`config.mk`:
```
export PLATFORM = sky130hd
export DESIGN_NAME = mem_port_arbiter
export DESIGN_NICKNAME = d
export VERILOG_FILES = /design/src/rtl/mem_port_arbiter_pkg.sv /design/src/rtl/mem_port_arbiter.sv
export SDC_FILE = /design/constraint.sdc
export NUM_CORES = 1
export LEC_CHECK = 0
export CORE_MARGIN = 4
export CORE_UTILIZATION = 50
export DETAILED_ROUTE_END_ITERATION = 6
export DONT_BUFFER_PORTS = 1
export PLACE_DENSITY_LB_ADDON = 0.12
export SLEW_MARGIN = 25
export SYNTH_ARGS = -nofsm -noshare
export SYNTH_HDL_FRONTEND = slang
export SYNTH_SLANG_ARGS = --single-unit
```
`constraint.sdc`:
```
create_clock -name clk -period 8.4 [get_ports clk]
set_input_delay 1.68 -clock clk [delete_from_list [all_inputs] [get_ports clk]]
set_output_delay 1.68 -clock clk [all_outputs]
set_load 0.05 [all_outputs]
```
`src/rtl/mem_port_arbiter_pkg.sv`:
```
// Shared definitions for the unified-memory port arbiter: state encoding,
// default widths and the streak-counter width helper.
package mem_port_arbiter_pkg;

    localparam int ADDR_W_DEF       = 32;
    localparam int DATA_W_DEF       = 32;
    localparam int MAX_D_STREAK_DEF = 4;

    typedef enum logic [1:0] {
        ARB_IDLE  = 2'd0,
        ARB_DACC  = 2'd1,
        ARB_IACC  = 2'd2,
        ARB_IDROP = 2'd3
    } arb_state_t;

    // Bits needed to hold 0..max_streak inclusive, never less than one.
    function automatic int streak_width(input int max_streak);
        return (max_streak < 1) ? 1 : $clog2(max_streak + 1);
    endfunction

endpackage

```
`src/rtl/mem_port_arbiter.sv`:
```
// Arbitrates the single-ported unified memory between instruction fetch (I) and
// the MEM stage (D). D has priority; a D-grant streak limit forces I through.
module mem_port_arbiter
    import mem_port_arbiter_pkg::*;
#(
    parameter int ADDR_W       = ADDR_W_DEF,
    parameter int DATA_W       = DATA_W_DEF,
    parameter int MAX_D_STREAK = MAX_D_STREAK_DEF
) (
    input  logic              clk,
    input  logic              rst,

    input  logic              if_req,
    input  logic [ADDR_W-1:0] if_addr,
    input  logic              if_flush,
    output logic [DATA_W-1:0] if_rdata,
    output logic              if_ack,
    output logic              stall_if,

    input  logic              d_req,
    input  logic              d_we,
    input  logic [ADDR_W-1:0] d_addr,
    input  logic [DATA_W-1:0] d_wdata,
    output logic [DATA_W-1:0] d_rdata,
    output logic              d_ack,
    output logic              stall_mem,

    output logic              mem_req,
    output logic              mem_we,
    output logic [ADDR_W-1:0] mem_addr,
    output logic [DATA_W-1:0] mem_wdata,
    input  logic [DATA_W-1:0] mem_rdata,
    input  logic              mem_ack
);

    localparam int                  STREAK_W   = streak_width(MAX_D_STREAK);
    localparam logic [STREAK_W-1:0] STREAK_MAX = STREAK_W'(MAX_D_STREAK);

    arb_state_t          state_reg;
    logic [STREAK_W-1:0] streak_reg;
    logic [STREAK_W-1:0] streak_next;

    logic                mem_req_reg;
    logic                mem_we_reg;
    logic [ADDR_W-1:0]   mem_addr_reg;
    logic [DATA_W-1:0]   mem_wdata_reg;
    logic [DATA_W-1:0]   if_rdata_reg;
    logic [DATA_W-1:0]   d_rdata_reg;
    logic                if_ack_reg;
    logic                d_ack_reg;

    logic                if_live;
    logic                force_i;
    logic                grant_d;
    logic                grant_i;

    // A fetch being flushed this cycle is not a candidate for a grant.
    assign if_live = if_req & ~if_flush;
    assign force_i = (streak_reg == STREAK_MAX) & if_live;
    assign grant_d = (state_reg == ARB_IDLE) & ~force_i & d_req;
    assign grant_i = (state_reg == ARB_IDLE) & (force_i | (~d_req & if_live));

    // Counts back-to-back D wins only while I is actually waiting.
    always_comb begin
        streak_next = streak_reg;
        if (!if_req || grant_i) begin
            streak_next = '0;
        end else if (grant_d && (streak_reg != STREAK_MAX)) begin
            streak_next = streak_reg + 1'b1;
        end
    end

    always_ff @(posedge clk or posedge rst) begin
        if (rst) begin
            state_reg     <= ARB_IDLE;
            streak_reg    <= '0;
            mem_req_reg   <= 1'b0;
            mem_we_reg    <= 1'b0;
            mem_addr_reg  <= '0;
            mem_wdata_reg <= '0;
            if_rdata_reg  <= '0;
            d_rdata_reg   <= '0;
            if_ack_reg    <= 1'b0;
            d_ack_reg     <= 1'b0;
        end else begin
            if_ack_reg <= 1'b0;
            d_ack_reg  <= 1'b0;
            streak_reg <= streak_next;

            case (state_reg)
                ARB_IDLE: begin
                    if (grant_d) begin
                        mem_req_reg   <= 1'b1;
                        mem_we_reg    <= d_we;
                        mem_addr_reg  <= d_addr;
                        mem_wdata_reg <= d_wdata;
                        state_reg     <= ARB_DACC;
                    end else if (grant_i) begin
                        mem_req_reg  <= 1'b1;
                        mem_we_reg   <= 1'b0;
                        mem_addr_reg <= if_addr;
                        state_reg    <= ARB_IACC;
                    end
                end

                ARB_DACC: begin
                    if (mem_ack) begin
                        d_ack_reg <= 1'b1;
                        if (!mem_we_reg) begin
                            d_rdata_reg <= mem_rdata;
                        end
                        mem_req_reg <= 1'b0;
                        mem_we_reg  <= 1'b0;
                        state_reg   <= ARB_IDLE;
                    end
                end

                ARB_IACC: begin
                    if (mem_ack) begin
                        // A flush landing with the completion still suppresses the ack.
                        if (!if_flush) begin
                            if_ack_reg   <= 1'b1;
                            if_rdata_reg <= mem_rdata;
                        end
                        mem_req_reg <= 1'b0;
                        state_reg   <= ARB_IDLE;
                    end else if (if_flush) begin
                        state_reg <= ARB_IDROP;
                    end
                end

                ARB_IDROP: begin
                    if (mem_ack) begin
                        mem_req_reg <= 1'b0;
                        state_reg   <= ARB_IDLE;
                    end
                end

                default: state_reg <= ARB_IDLE;
            endcase
        end
    end

    assign mem_req   = mem_req_reg;
    assign mem_we    = mem_we_reg;
    assign mem_addr  = mem_addr_reg;
    assign mem_wdata = mem_wdata_reg;
    assign if_rdata  = if_rdata_reg;
    assign d_rdata   = d_rdata_reg;
    assign if_ack    = if_ack_reg;
    assign d_ack     = d_ack_reg;
    assign stall_if  = if_req & ~if_ack_reg & ~if_flush;
    assign stall_mem = d_req & ~d_ack_reg;

endmodule

```
==> results.toml, run 1 <==
[sta]
fin_worst_skew_ns = 0.0113
worstMarginPinSlew_ns = 1.07
drv_slew = 0
hold_viol_final = 0
setup-tns-final_ns = 0
max_freq_mhz = 222
rsz0062_at_grt = "no"
timing.hold.ws_ns = 0.577
layout_min_cycle_time_ns = 4.50
setup_viol = 0
min_period_over_period_pct = 53.6
slew_headroom_pct = 28.7
fin_ws_ns = 3.90

[critical_path]
path_delay_family = "simple AND/OR/NAND/NOR gates"
crit_buf_inv = 1
required_ns = 6.72
slowest_delay_ns = 0.76
cp_slowest_cell = "nor2_1"
cp_max_fo = 34
worstSetupPathType = "in2out"
start_kind = "input port"
cp_cell_sequence = "nand2b_1 -> buf_4 -> nor2_1"
end_kind = "output port"
crit_arrival_ns = 2.82

[floorplanning]
die_w_um = 118
die_height_um = 118
num_rows = 39
dieArea_um2 = 13900
io_pins = 269
coreArea_um2 = 11600
start_util_pct = 52.1

[clock_tree]
clockBufferDepth = 2
cts_hold_buf = 0
cts_resized = 0
htreeDepth = 4
insertion_delay_ns = 0.41
cts_buffers = 17
clkSinkCount = 137
cts_tree = "yes"
clk_pin_slew_ns = 0.05
clock-root-buffer = "clkbuf_16"
post_cts_buffers = 0

[logic_synthesis]
postSynthNetCount = 579
seq_area_frac_synth_pct = 56.7
synth_cells = 442
synth_flop_cell = "dfrtp_1"
synth_edf_count = 0
yosys_warnings = 0
ys_ff_latch = 137
synthArstFlopShare_pct = 100
synth_area_um2 = 6050
postSynthAreaPerCell_um2 = 13.7
synth_cell_types = 41

[placement]
gp_congestion = 0.799
detailedPlace.worstSlack_ns = 3.91
dp.cells = 551
hpwl_um = 9940
place_area_um2 = 6060
io_buffer_count = 0

[pwr]
cellLeakagePower_nw = 2.87
p_per_area_nw_per_um2 = 483
peakVddDrop_mv = 0.292

[routing]
drt_wl_total_um = 14600
ant_nets = 0
drc = 0
wire_per_inst_um = 25.0
num_vias = 3625
dr.pass1.iters = 4
drtIter0Drc = 208
drt-vias-per-instance = 6.22

[cells_and_area]
drive_above_1_share_pct = 31.1
layout.nets = 564
final_cell_area_um2 = 6750
synthToLayoutAreaGrowth_pct = 11.5
final_cells = 583
n_fill_cell = 926
n_antenna_cell = 0

[grt]
overflow = 0
grt_max_degree = 75
grt_pass1_vias = 3811
grt_pass1_wl_um = 23100
grt_usage_pct = 21.1
antenna_found_initial = 1

[outcome]
outcome = "complete, no violations"

[run]
maxCapViolCount = 0

[worst_hold_path]
hp-class = "reg2reg"
kinds of logic (layout without fill, tap and decap cells):
family / Yosys count / in the layout / synth area share [%]
AOI/OAI and AO/OA: 79 / 79 / 10.2
and+or+nand+nor: 52 / 52 / 6.97
buffers and inverters: 76 / 74 / 6.08
DFF: 137 / 137 / 56.7
muxes: 96 / 96 / 19.7
adders and majority gates: 2 / 2 / 0.413
area by class of cell:
cell class / count / area [um2] / share of cell area, %
multi-input combinational: 229 / 2270 / 33.7
clock inverter: 14 / 244 / 3.62
tap: 143 / 179 / 2.65
sequential: 137 / 3430 / 50.8
inverter: 37 / 144 / 2.13
timing repair buffer: 5 / 37.5 / 0.556
clock buffer: 18 / 439 / 6.51
metal layers:
metal	part of all wire, %	GRT usage [%]	wire length [um]
met2	50	33.5	7280
met3	11	11.9	1620
met5	0.13	0	19
met4	1.4	5.71	200
met1	38	24.7	5480
per-stage QoR:
step	power, W	util, %
floorplan	0.00232	-
global placement	0.00242	52.2
detailed placement	0.00244	52.2
CTS	0.00329	58.1
global route	0.00339	58.1
finish	0.00326	58.1
power by group:
group          leakage, nW  total [W]  internal [W]  switching [W]
logic                0.921   0.000398      0.000236       0.000162
clock network        0.327   0.000848      0.000567       0.000281
registers             1.62    0.00202      0.000897        0.00112
worst paths after layout:
check | from | end | slack [ns] | cells past startpoint
setup / recovery | if_flush | stall_if | 3.90 | 3
hold / removal | streak_reg[1]$_DFFE_PP0P_ | streak_reg[1]$_DFFE_PP0P_ | 0.58 | 2
setup reg to reg | streak_reg[0]$_DFFE_PP0P_ | mem_addr[2]$_DFFE_PP0P_ | 6.00 | 5
hold reg to reg | streak_reg[1]$_DFFE_PP0P_ | streak_reg[1]$_DFFE_PP0P_ | 0.58 | 2
max in group asynchronous | rst | d_rdata[23]$_DFFE_PP0P_ | 5.84 | 2
min in group asynchronous | rst | mem_wdata[17]$_DFFE_PP0P_ | 1.21 | 1
cells in the final DEF (no fill, tap or decap), types with 3 or more instances in the layout:
master     synthesis  final
bufinv_16          0      6
clkinv_4           0      4
dfrtp_1          137    137
a2111oi_0         32     32
mux2_4            29     29
mux2_2            65     65
nor4b_1           32     32
inv_1             37     36
a211oi_1          33     33
buf_4              4      5
clkbuf_16          0     17
a21oi_1            3      3
tightest hold or removal path, delay by kind of cell (launching register included):
kind	cells	cell delay, ns
AOI/OAI and AO/OA	2	0.14
DFF	1	0.39
synthesized netlist by cell type, types with 2 or more instances:
| master | count | area (um2) |
|---|---|---|
| dfrtp_1 | 137 | 3430 |
| mux2_2 | 65 | 732 |
| inv_1 | 37 | 139 |
| a211oi_1 | 33 | 248 |
| a2111oi_0 | 32 | 280 |
| nor4b_1 | 32 | 280 |
| mux2_4 | 29 | 435 |
| clkbuf_1 | 20 | 75.1 |
| buf_2 | 8 | 40.0 |
| buf_4 | 4 | 30.0 |
| a21oi_1 | 3 | 15.0 |
| buf_12 | 3 | 60.1 |
| nor2b_1 | 3 | 18.8 |
| buf_1 | 2 | 7.51 |
| ha_1 | 2 | 25.0 |
| mux2_1 | 2 | 22.5 |
| nand2_1 | 2 | 7.51 |
| nand2b_1 | 2 | 12.5 |
| nor2_1 | 2 | 7.51 |
| o21ai_0 | 2 | 10.0 |
| o22ai_1 | 2 | 12.5 |
Note: power is estimated with default switching activity, not from simulation.
==> run 2, diff against run 1 <==
ABC_AREA = 1   (was not set)
clock period = 3.91 ns   (was 8.4 ns; I/O delays follow)
==> results.toml, run 2 <==
[outcome]
outcome = "complete, no violations"

[logic_synthesis]
yosys-top-cells-area = "dfrtp_1 58%, nand2_1 16%, inv_1 6.9%"
synth_cell_types = 20
yosys.area.top_type = "dfrtp_1"
synth_flop_cell = "dfrtp_1"
seq_area_frac_synth_pct = 57.5
synth_cells = 725
postSynthNetCount = 862
yosysMostFrequentCell = "nand2_1"
yosys_warnings = 0
synthArstFlopShare_pct = 100
synth_area_um2 = 5960
synth_compound_area_share_pct = 8.48
synthMuxAreaShare_pct = 0
synth_top_area_share_pct = 57.5
synthXorXnorAreaFrac_pct = 0
ys_top_cells_by_count = "250 x nand2_1, 137 x dfrtp_1, 110 x inv_1"
postSynthAreaPerCell_um2 = 8.22
ys_ff_latch = 137
synth_fa_ha_area_share_pct = 0.420
synthSimpleGateAreaFrac_pct = 23.0
synth_edf_count = 0
synth_top_family_by_area = "simple AND/OR/NAND/NOR gates"

[floorplanning]
die_height_um = 117
io_pins = 269
coreArea_um2 = 11600
start_util_pct = 51.6
dieArea_um2 = 13700
num_rows = 39
die_w_um = 117

[critical_path]
cp_max_fo = 2
worstSetupPathType = "reg2out"
cp.depth = 1
cp_cell_sequence = "nor2_1"
crit_arrival_ns = 1.75
required_ns = 3.13
path_delay_family = "simple AND/OR/NAND/NOR gates"
start_kind = "flip-flop"
slowest_delay_ns = 0.77
end_kind = "output port"
crit_buf_inv = 0
cp_slowest_cell = "nor2_1"
ff2ff_path_depth = 6
r2r_slack_ns = 1.48
r2r-end = "mem_addr[26]$_DFFE_PP0P_"
r2r-start = "state_reg[0]$_DFFE_PP0P_"

[grt]
grt_pass1_vias = 4362
antenna_found_initial = 0
met2_usage_pct = 33.4
top_usage_layer = "met2"
grt_max_degree = 76
grtUsageMet1_pct = 24.4
grtUsageMet3_pct = 8.89
grt_pass1_wl_um = 22100
overflow = 0
grt_usage_pct = 20.9

[worst_hold_path]
hp-class = "in2async"

[sta]
slew_headroom_pct = 40.7
setup-tns-final_ns = 0
max_freq_mhz = 395
hold_viol_final = 0
layout_min_cycle_time_ns = 2.53
setup_viol = 0
timing.hold.ws_ns = 0.268
min_period_over_period_pct = 64.7
worstMarginPinSlew_ns = 0.886
rsz0062_at_grt = "no"
drv_slew = 0
fin_worst_skew_ns = 0.00748

[cells_and_area]
n_fill_cell = 1027
final_common_cell = "nand2_1"
drive_above_1_share_pct = 7.42
n_antenna_cell = 0
synthToLayoutAreaGrowth_pct = 13.1
final_cell_mix = "250 x nand2_1, 137 x dfrtp_1, 109 x inv_1"
layout.nets = 852

[routing]
dr.pass1.iters = 4
drt-vias-per-instance = 5.26
drc = 0
drtIter0Drc = 353
wire_per_inst_um = 17.1
drt_wl_total_um = 14900
ant_nets = 0
num_vias = 4579

[clock_tree]
clk_pin_slew_ns = 0.06
clock-root-buffer = "clkbuf_16"
cts_resized = 0
cts_buffers = 17
clockBufferDepth = 2
htreeDepth = 4
cts_tree = "yes"
insertion_delay_ns = 0.41
clkSinkCount = 137
cts_hold_buf = 0
post_cts_buffers = 0

[placement]
hpwl_um = 10500
gp_congestion = 0.832
io_buffer_count = 0

[run]
maxCapViolCount = 0
run 2: changes by cell type in the layout (fill, tap and decap cells not counted), moves of 22 or more:
cell,before,now
a2111oi_0,32,0
a211oi_1,33,0
inv_1,36,109
mux2_2,65,0
mux2_4,29,0
nand2_1,2,250
nand3_1,0,70
nor4b_1,32,0
o21ai_0,2,76
o21ai_1,0,22
run 2: worst register-to-register path, stage by stage (launching register included):
cell and delay (ns):
dfrtp_1 0.44, nor2_4 0.69, nand3_2 0.55, buf_4 0.40, o21ai_1 0.11, nand2_1 0.09, nand2_1 0.08
run 2: kinds of logic after synthesis:
logic type                 count (synthesis)
and+or+nand+nor                          335
DFF                                      137
buffers and inverters                    150
AOI/OAI and AO/OA                        101
adders and majority gates                  2
run 2: cell type report:
| type | count | area [um2] | share of cell area, % |
|---|---|---|---|
| flip-flops and latches | 137 | 3430 | 50.8 |
| clock inverters | 10 | 164 | 2.43 |
| repair buffers | 11 | 128 | 1.89 |
| inverters | 110 | 417 | 6.18 |
| multi-input cells | 438 | 1930 | 28.7 |
| well taps | 143 | 179 | 2.65 |
| clock buffers | 22 | 494 | 7.33 |
run 2: how the worst max path moves through the flow:
stage	startpoint	end	slack, ns
global placement	if_flush	stall_if	1.51
finish	if_ack$_DFF_PP0_	stall_if	1.38
floorplan	rst	d_ack$_DFF_PP0_	1.42
global route	state_reg[0]$_DFFE_PP0P_	mem_addr[1]$_DFFE_PP0P_	1.26
CTS	if_ack$_DFF_PP0_	stall_if	1.34
detailed placement	if_flush	stall_if	1.49
run 2: through the flow:
stage	std cells	util [%]	setup WS (ns)	cell area, um2
after floorplan	725	-	1.42	5970
after global placement	837	52.2	1.51	6030
after detailed placement	838	52.4	1.49	6060
after CTS	870	58.1	1.34	6720
after global routing	871	58.3	1.26	6740
final	871	58.3	1.38	6740
run 2: per-layer routing:
| layer | vias to the layer above | wire (um) |
|---|---|---|
| met5 | - | 0 |
| met4 | 0 | 387 |
| met3 | 27 | 1470 |
| met2 | 213 | 7220 |
| met1 | 2132 | 5810 |
| li1 | 2207 | - |
Power of run 2 is not shown: default switching activity piles up to over one toggle a cycle in this logic, so the estimate is an artifact.
